===== config.mk =====
export PLATFORM = sky130hd
export DESIGN_NAME = uart_tx
export DESIGN_NICKNAME = d
export VERILOG_FILES = /design/src/rtl/uart_tx.sv
export SDC_FILE = /design/constraint.sdc
export NUM_CORES = 1
export LEC_CHECK = 0
export ABC_AREA = 1
export CORE_MARGIN = 4
export CORE_UTILIZATION = 56
export CTS_CLUSTER_SIZE = 16
export DETAILED_ROUTE_END_ITERATION = 16
export GPL_TIMING_DRIVEN = 0
export PLACE_DENSITY = 0.81
export SETUP_SLACK_MARGIN = 0.5
export SYNTH_ARGS = -nofsm -noshare
export SYNTH_HDL_FRONTEND = slang
export SYNTH_SLANG_ARGS = --single-unit
export TNS_END_PERCENT = 1

===== constraint.sdc =====
create_clock -name clk_in -period 1.9 [get_ports clk_in]
set_input_delay 0.285 -clock clk_in [delete_from_list [all_inputs] [get_ports clk_in]]
set_output_delay 0.285 -clock clk_in [all_outputs]
set_load 0.01 [all_outputs]

===== src/rtl/uart_tx.sv =====
// 8-bit UART transmitter: start bit, 8 data bits LSB first, optional parity, 1 or 2 stop bits.
// One byte is accepted per frame; there is no holding buffer.
`timescale 1ns/1ps
module uart_tx #(
    parameter int BPS_PARA  = 625,
    parameter int PARITY    = 0,
    parameter int STOP_BITS = 1
) (
    input  logic       clk_in,
    input  logic       rst_in,
    input  logic [7:0] tx_data,
    input  logic       tx_valid,
    output logic       tx_ready,
    output logic       tx,
    output logic       tx_busy,
    output logic       tx_done
);

    localparam logic [12:0] BIT_LAST = 13'(BPS_PARA - 1);
    localparam logic        PAR_EN   = ((PARITY == 1) || (PARITY == 2)) ? 1'b1 : 1'b0;
    localparam logic        PAR_ODD  = (PARITY == 2) ? 1'b1 : 1'b0;
    localparam logic        STOP_TWO = (STOP_BITS == 2) ? 1'b1 : 1'b0;

    typedef enum logic [2:0] {
        ST_IDLE   = 3'd0,
        ST_START  = 3'd1,
        ST_DATA   = 3'd2,
        ST_PARITY = 3'd3,
        ST_STOP   = 3'd4
    } state_t;

    function automatic logic parity_bit(input logic [7:0] data, input logic odd);
        return (^data) ^ odd;
    endfunction

    state_t      state_r, state_s;
    logic [12:0] timer_r, timer_s;
    logic [2:0]  bit_idx_r, bit_idx_s;
    logic [7:0]  shift_r, shift_s;
    logic        par_r, par_s;
    logic        stop_cnt_r, stop_cnt_s;
    logic        tx_r, tx_s;
    logic        ready_r, ready_s;
    logic        busy_r, busy_s;
    logic        done_r, done_s;
    logic        wrap_s;

    assign wrap_s   = (timer_r == BIT_LAST);
    assign tx       = tx_r;
    assign tx_ready = ready_r;
    assign tx_busy  = busy_r;
    assign tx_done  = done_r;

    // Next-state and next-output logic; tx is computed one edge ahead so the line is registered.
    always_comb begin
        state_s    = state_r;
        timer_s    = timer_r;
        bit_idx_s  = bit_idx_r;
        shift_s    = shift_r;
        par_s      = par_r;
        stop_cnt_s = stop_cnt_r;
        tx_s       = tx_r;
        ready_s    = ready_r;
        busy_s     = busy_r;
        done_s     = 1'b0;

        case (state_r)
            ST_IDLE: begin
                timer_s = 13'd0;
                if (tx_valid && ready_r) begin
                    state_s    = ST_START;
                    shift_s    = tx_data;
                    par_s      = parity_bit(tx_data, PAR_ODD);
                    bit_idx_s  = 3'd0;
                    stop_cnt_s = 1'b0;
                    tx_s       = 1'b0;
                    busy_s     = 1'b1;
                    ready_s    = 1'b0;
                end else begin
                    tx_s    = 1'b1;
                    busy_s  = 1'b0;
                    ready_s = 1'b1;
                end
            end

            ST_START: begin
                if (wrap_s) begin
                    state_s   = ST_DATA;
                    timer_s   = 13'd0;
                    bit_idx_s = 3'd0;
                    tx_s      = shift_r[0];
                end else begin
                    timer_s = timer_r + 13'd1;
                end
            end

            ST_DATA: begin
                if (wrap_s) begin
                    timer_s = 13'd0;
                    if (bit_idx_r == 3'd7) begin
                        if (PAR_EN) begin
                            state_s = ST_PARITY;
                            tx_s    = par_r;
                        end else begin
                            state_s    = ST_STOP;
                            stop_cnt_s = 1'b0;
                            tx_s       = 1'b1;
                        end
                    end else begin
                        // Shift out the next LSB; the index tracks how many bits have gone.
                        bit_idx_s = bit_idx_r + 3'd1;
                        shift_s   = {1'b0, shift_r[7:1]};
                        tx_s      = shift_r[1];
                    end
                end else begin
                    timer_s = timer_r + 13'd1;
                end
            end

            ST_PARITY: begin
                if (wrap_s) begin
                    state_s    = ST_STOP;
                    timer_s    = 13'd0;
                    stop_cnt_s = 1'b0;
                    tx_s       = 1'b1;
                end else begin
                    timer_s = timer_r + 13'd1;
                end
            end

            ST_STOP: begin
                if (wrap_s) begin
                    timer_s = 13'd0;
                    if (STOP_TWO && !stop_cnt_r) begin
                        stop_cnt_s = 1'b1;
                        tx_s       = 1'b1;
                    end else begin
                        state_s    = ST_IDLE;
                        stop_cnt_s = 1'b0;
                        tx_s       = 1'b1;
                        busy_s     = 1'b0;
                        ready_s    = 1'b1;
                        done_s     = 1'b1;
                    end
                end else begin
                    timer_s = timer_r + 13'd1;
                end
            end

            default: begin
                state_s    = ST_IDLE;
                timer_s    = 13'd0;
                bit_idx_s  = 3'd0;
                stop_cnt_s = 1'b0;
                tx_s       = 1'b1;
                busy_s     = 1'b0;
                ready_s    = 1'b0;
            end
        endcase
    end

    // State and output registers; reset parks the line high and aborts any frame without tx_done.
    always_ff @(posedge clk_in or posedge rst_in) begin
        if (rst_in) begin
            state_r    <= ST_IDLE;
            timer_r    <= 13'd0;
            bit_idx_r  <= 3'd0;
            shift_r    <= 8'd0;
            par_r      <= 1'b0;
            stop_cnt_r <= 1'b0;
            tx_r       <= 1'b1;
            ready_r    <= 1'b0;
            busy_r     <= 1'b0;
            done_r     <= 1'b0;
        end else begin
            state_r    <= state_s;
            timer_r    <= timer_s;
            bit_idx_r  <= bit_idx_s;
            shift_r    <= shift_s;
            par_r      <= par_s;
            stop_cnt_r <= stop_cnt_s;
            tx_r       <= tx_s;
            ready_r    <= ready_s;
            busy_r     <= busy_s;
            done_r     <= done_s;
        end
    end

endmodule


==> results.md <==
- Width of the die: 63.11 µm
- Yosys top cell by area: dfrtp_1
- ANT cells: 0
- Worst-Margin Slew: 645.3 ps
- RSZ-0062 raised after global routing: yes
- Fmax: 655.2 MHz
- GR Util All Layers: 19.06%
- Crit-path max cell delay: 540 ps
- Synthesis Warnings: 0
- DR WL/cell: 11.46 µm
- DP Area: 1882 µm²
- DRT antenna net count: 0
- Worst path cell trace: clkdlybuf4s50_1
- Leak: 1.048 nW
- Area contributors post-synth: dfrtp_1 (44%), nand2_1 (21%), nor2_1 (6.8%), nand3_1 (6.5%), inv_1 (3.8%)
- Worst Clk Skew: 11.71 ps
- Slew margin rel.: 56.89%
- CTS tree: yes
- Seq/Total Area, Yosys: 45.70%
- Slowest CP cell: clkdlybuf4s50_1
- Crit-path max FO: 2
- Core Rows: 19
- Cts-stage hold buffer count: 0
- WL final: 3393 µm
- Layout cells sized above 1: 15.09%
- Die H: 63.11 µm
- Fill cell count: 230
- Worst skew pair latency: 350 ps
- Die area: 3982 µm²
- Top layer in use: met4
- TritonCTS buffer count: 5
- Final period util: 80.33%
- Mapped Nets: 253
- Routed length on met1: 1645 µm
- Vias in the first global route: 1377
- Critical path's top delay family: buffers and inverters
- Most frequent cells in the layout: nand2_1 (90), dfrtp_1 (29), nor2_1 (28)
- DRC: 0
- CTS root buf: clkbuf_4
- Final hold violations: 0
- Vias/cell: 5.179
- Worst Setup Start Kind: flip-flop
- Synth cell types: 24
- Crit path required time: 1620 ps
- Pin count of the biggest net entering global routing: 32
- Final instance area: 2011 µm²
- DRT Pass-1 Iters: 4
- Synthesized area: 1700 µm²
- Core area: 2829 µm²
- Status: finished, final reports clean
- P per Cell Area: 537.3 nW/µm²
- H-tree Lvls: 2
- Main synth FF type: dfrtp_1
- Crit path buffers/inverters: 1
- Final Setup Violations: 0
- Layout area overhead: 18.25%
- Area of the multi-input gates: 835.8 µm²
- Total number of vias: 1533
- Met3 wire len: 227 µm
- Initial Util: 60.11%
- Number of synthesized flops with an enable pin: 0
- Final Max Slew Viols: 0
- Synthesized area per cell: 7.144 µm²
- Share of the synthesized area in the top cell type: 44.15%
- Synth Register Bits: 31
- GPL Wtd Cong: 0.9174
- I/O pin cnt: 15
- Final #Nets: 279
- Commonest non-fill, non-tap cell in the layout: nand2_1
- Max_cap viols: 0
- Post-Syn Instances: 238
- DP HPWL: 2356 µm
- Sequential cell area: 778.2 µm²
- Clk slew on worst S/H paths: 100 ps
- Critical path type: flip-flop to primary output
- Met2 WL: 1439 µm
- VDD IR max: 0.4801 mV
- Fin crit period: 1526 ps
- Worst hold path class: primary input to asynchronous set/reset pin
- Critical Path End Type: primary output
- Number of I/O port buffers: 14
- Grt total ovfl: 0
- CTS Sinks: 31
- Initial antenna violation count: 0
- Async set-reset flop share out of synthesis: 100.0%
- DRT iter0 DRCs: 94
- First-pass GRT wire length: 6009 µm
- Clock Tree Buf Depth: 2
- WP data arrival: 1240 ps
- Setup_tns: 0 ps
[power by group]
group          switching [mW]  internal, mW
Combinational          0.0193        0.0213
Clock                   0.236         0.144
Sequential                  0         0.659
[Yosys cell counts (2+ instances only)]
| library cell | number |
|---|---|
| o21ai_0 | 2 |
| nor2_1 | 31 |
| dfrtp_1 | 30 |
| nor2_2 | 2 |
| nand2_2 | 2 |
| nand4_1 | 2 |
| nand2_1 | 93 |
| nand3_1 | 22 |
| o21ai_1 | 3 |
| xor2_1 | 3 |
| a21oi_1 | 2 |
| ha_1 | 4 |
| inv_1 | 17 |
| inv_2 | 11 |
| nor3_1 | 5 |
[what timing repair did]
action,CTS,global route
pin swaps,1,4
endpoints found under the hold margin,0,0
endpoints found under the setup margin,27,60
setup buffers,2,3
gates resized for setup,3,13
[path summary, 6_finish.rpt]
path                                                 end  slack, ps  cells after the start                     start
worst max register to register  bit_idx_r[1]$_DFFE_PP0P_        400                      8  bit_idx_r[0]$_DFFE_PP0P_
worst min-delay path              shift_r[4]$_DFFE_PP0P_        350                      2                    rst_in
max in group asynchronous         state_r[0]$_DFFE_PP0P_       1150                      2                    rst_in
worst min register to register            tx$_DFFE_PP1P_        470                      2            tx$_DFFE_PP1P_
worst max-delay path                             tx_busy        370                      1       tx_busy$_DFFE_PP0P_
min in group clk_in                       tx$_DFFE_PP1P_        470                      2            tx$_DFFE_PP1P_
[registers in the layout, summed over array words and instances (netlist names)]
signal / count
timer_r: 13
shift_r: 8
bit_idx_r: 3
state_r: 3
tx: 1
tx_busy: 1
tx_done: 1
tx_ready: 1
[area by class of cell]
| cell class | count | area share [%] |
|---|---|---|
| Buffer | 2 | 0.8090 |
| Clock buffer | 7 | 2.240 |
| Clock inverter | 1 | 0.2489 |
| Inverter | 28 | 5.414 |
| Multi-Input combinational cell | 177 | 41.57 |
| Sequential cell | 31 | 38.71 |
| Tap cell | 31 | 1.929 |
| Timing Repair Buffer | 19 | 9.085 |
[routing by layer]
metal	up-vias	track usage [%]
met5	-	0
met4	0	8.540
met3	8	6.572
met2	43	25.56
met1	692	27.48
li1	790	-
[cells by family after synthesis]
kind of cell | count (synthesis) | synth area share (%)
DFF | 31 | 45.70
buffers and inverters | 30 | 6.917
xor gates and xnor gates | 4 | 2.061
AOI/OAI and AO/OA | 9 | 2.870
adders and majority gates | 4 | 2.943
and+or+nand+nor | 160 | 39.51
[metrics by stage]
step                utilization [%]  instances  total power [mW]  setup WS [ps]  hold slack [ps]
finish                        71.07        296             1.080          373.8            346.0
floorplan                         -        238            0.6884          469.8            387.8
detailed placement            66.52        283            0.7135          187.7            459.2
CTS                           68.91        293             1.087          306.7            473.7
global placement              66.52        283            0.7131          212.1            454.1
global route                  71.07        296             1.119          257.0            428.0
Note: power is estimated with default switching activity, not from simulation.
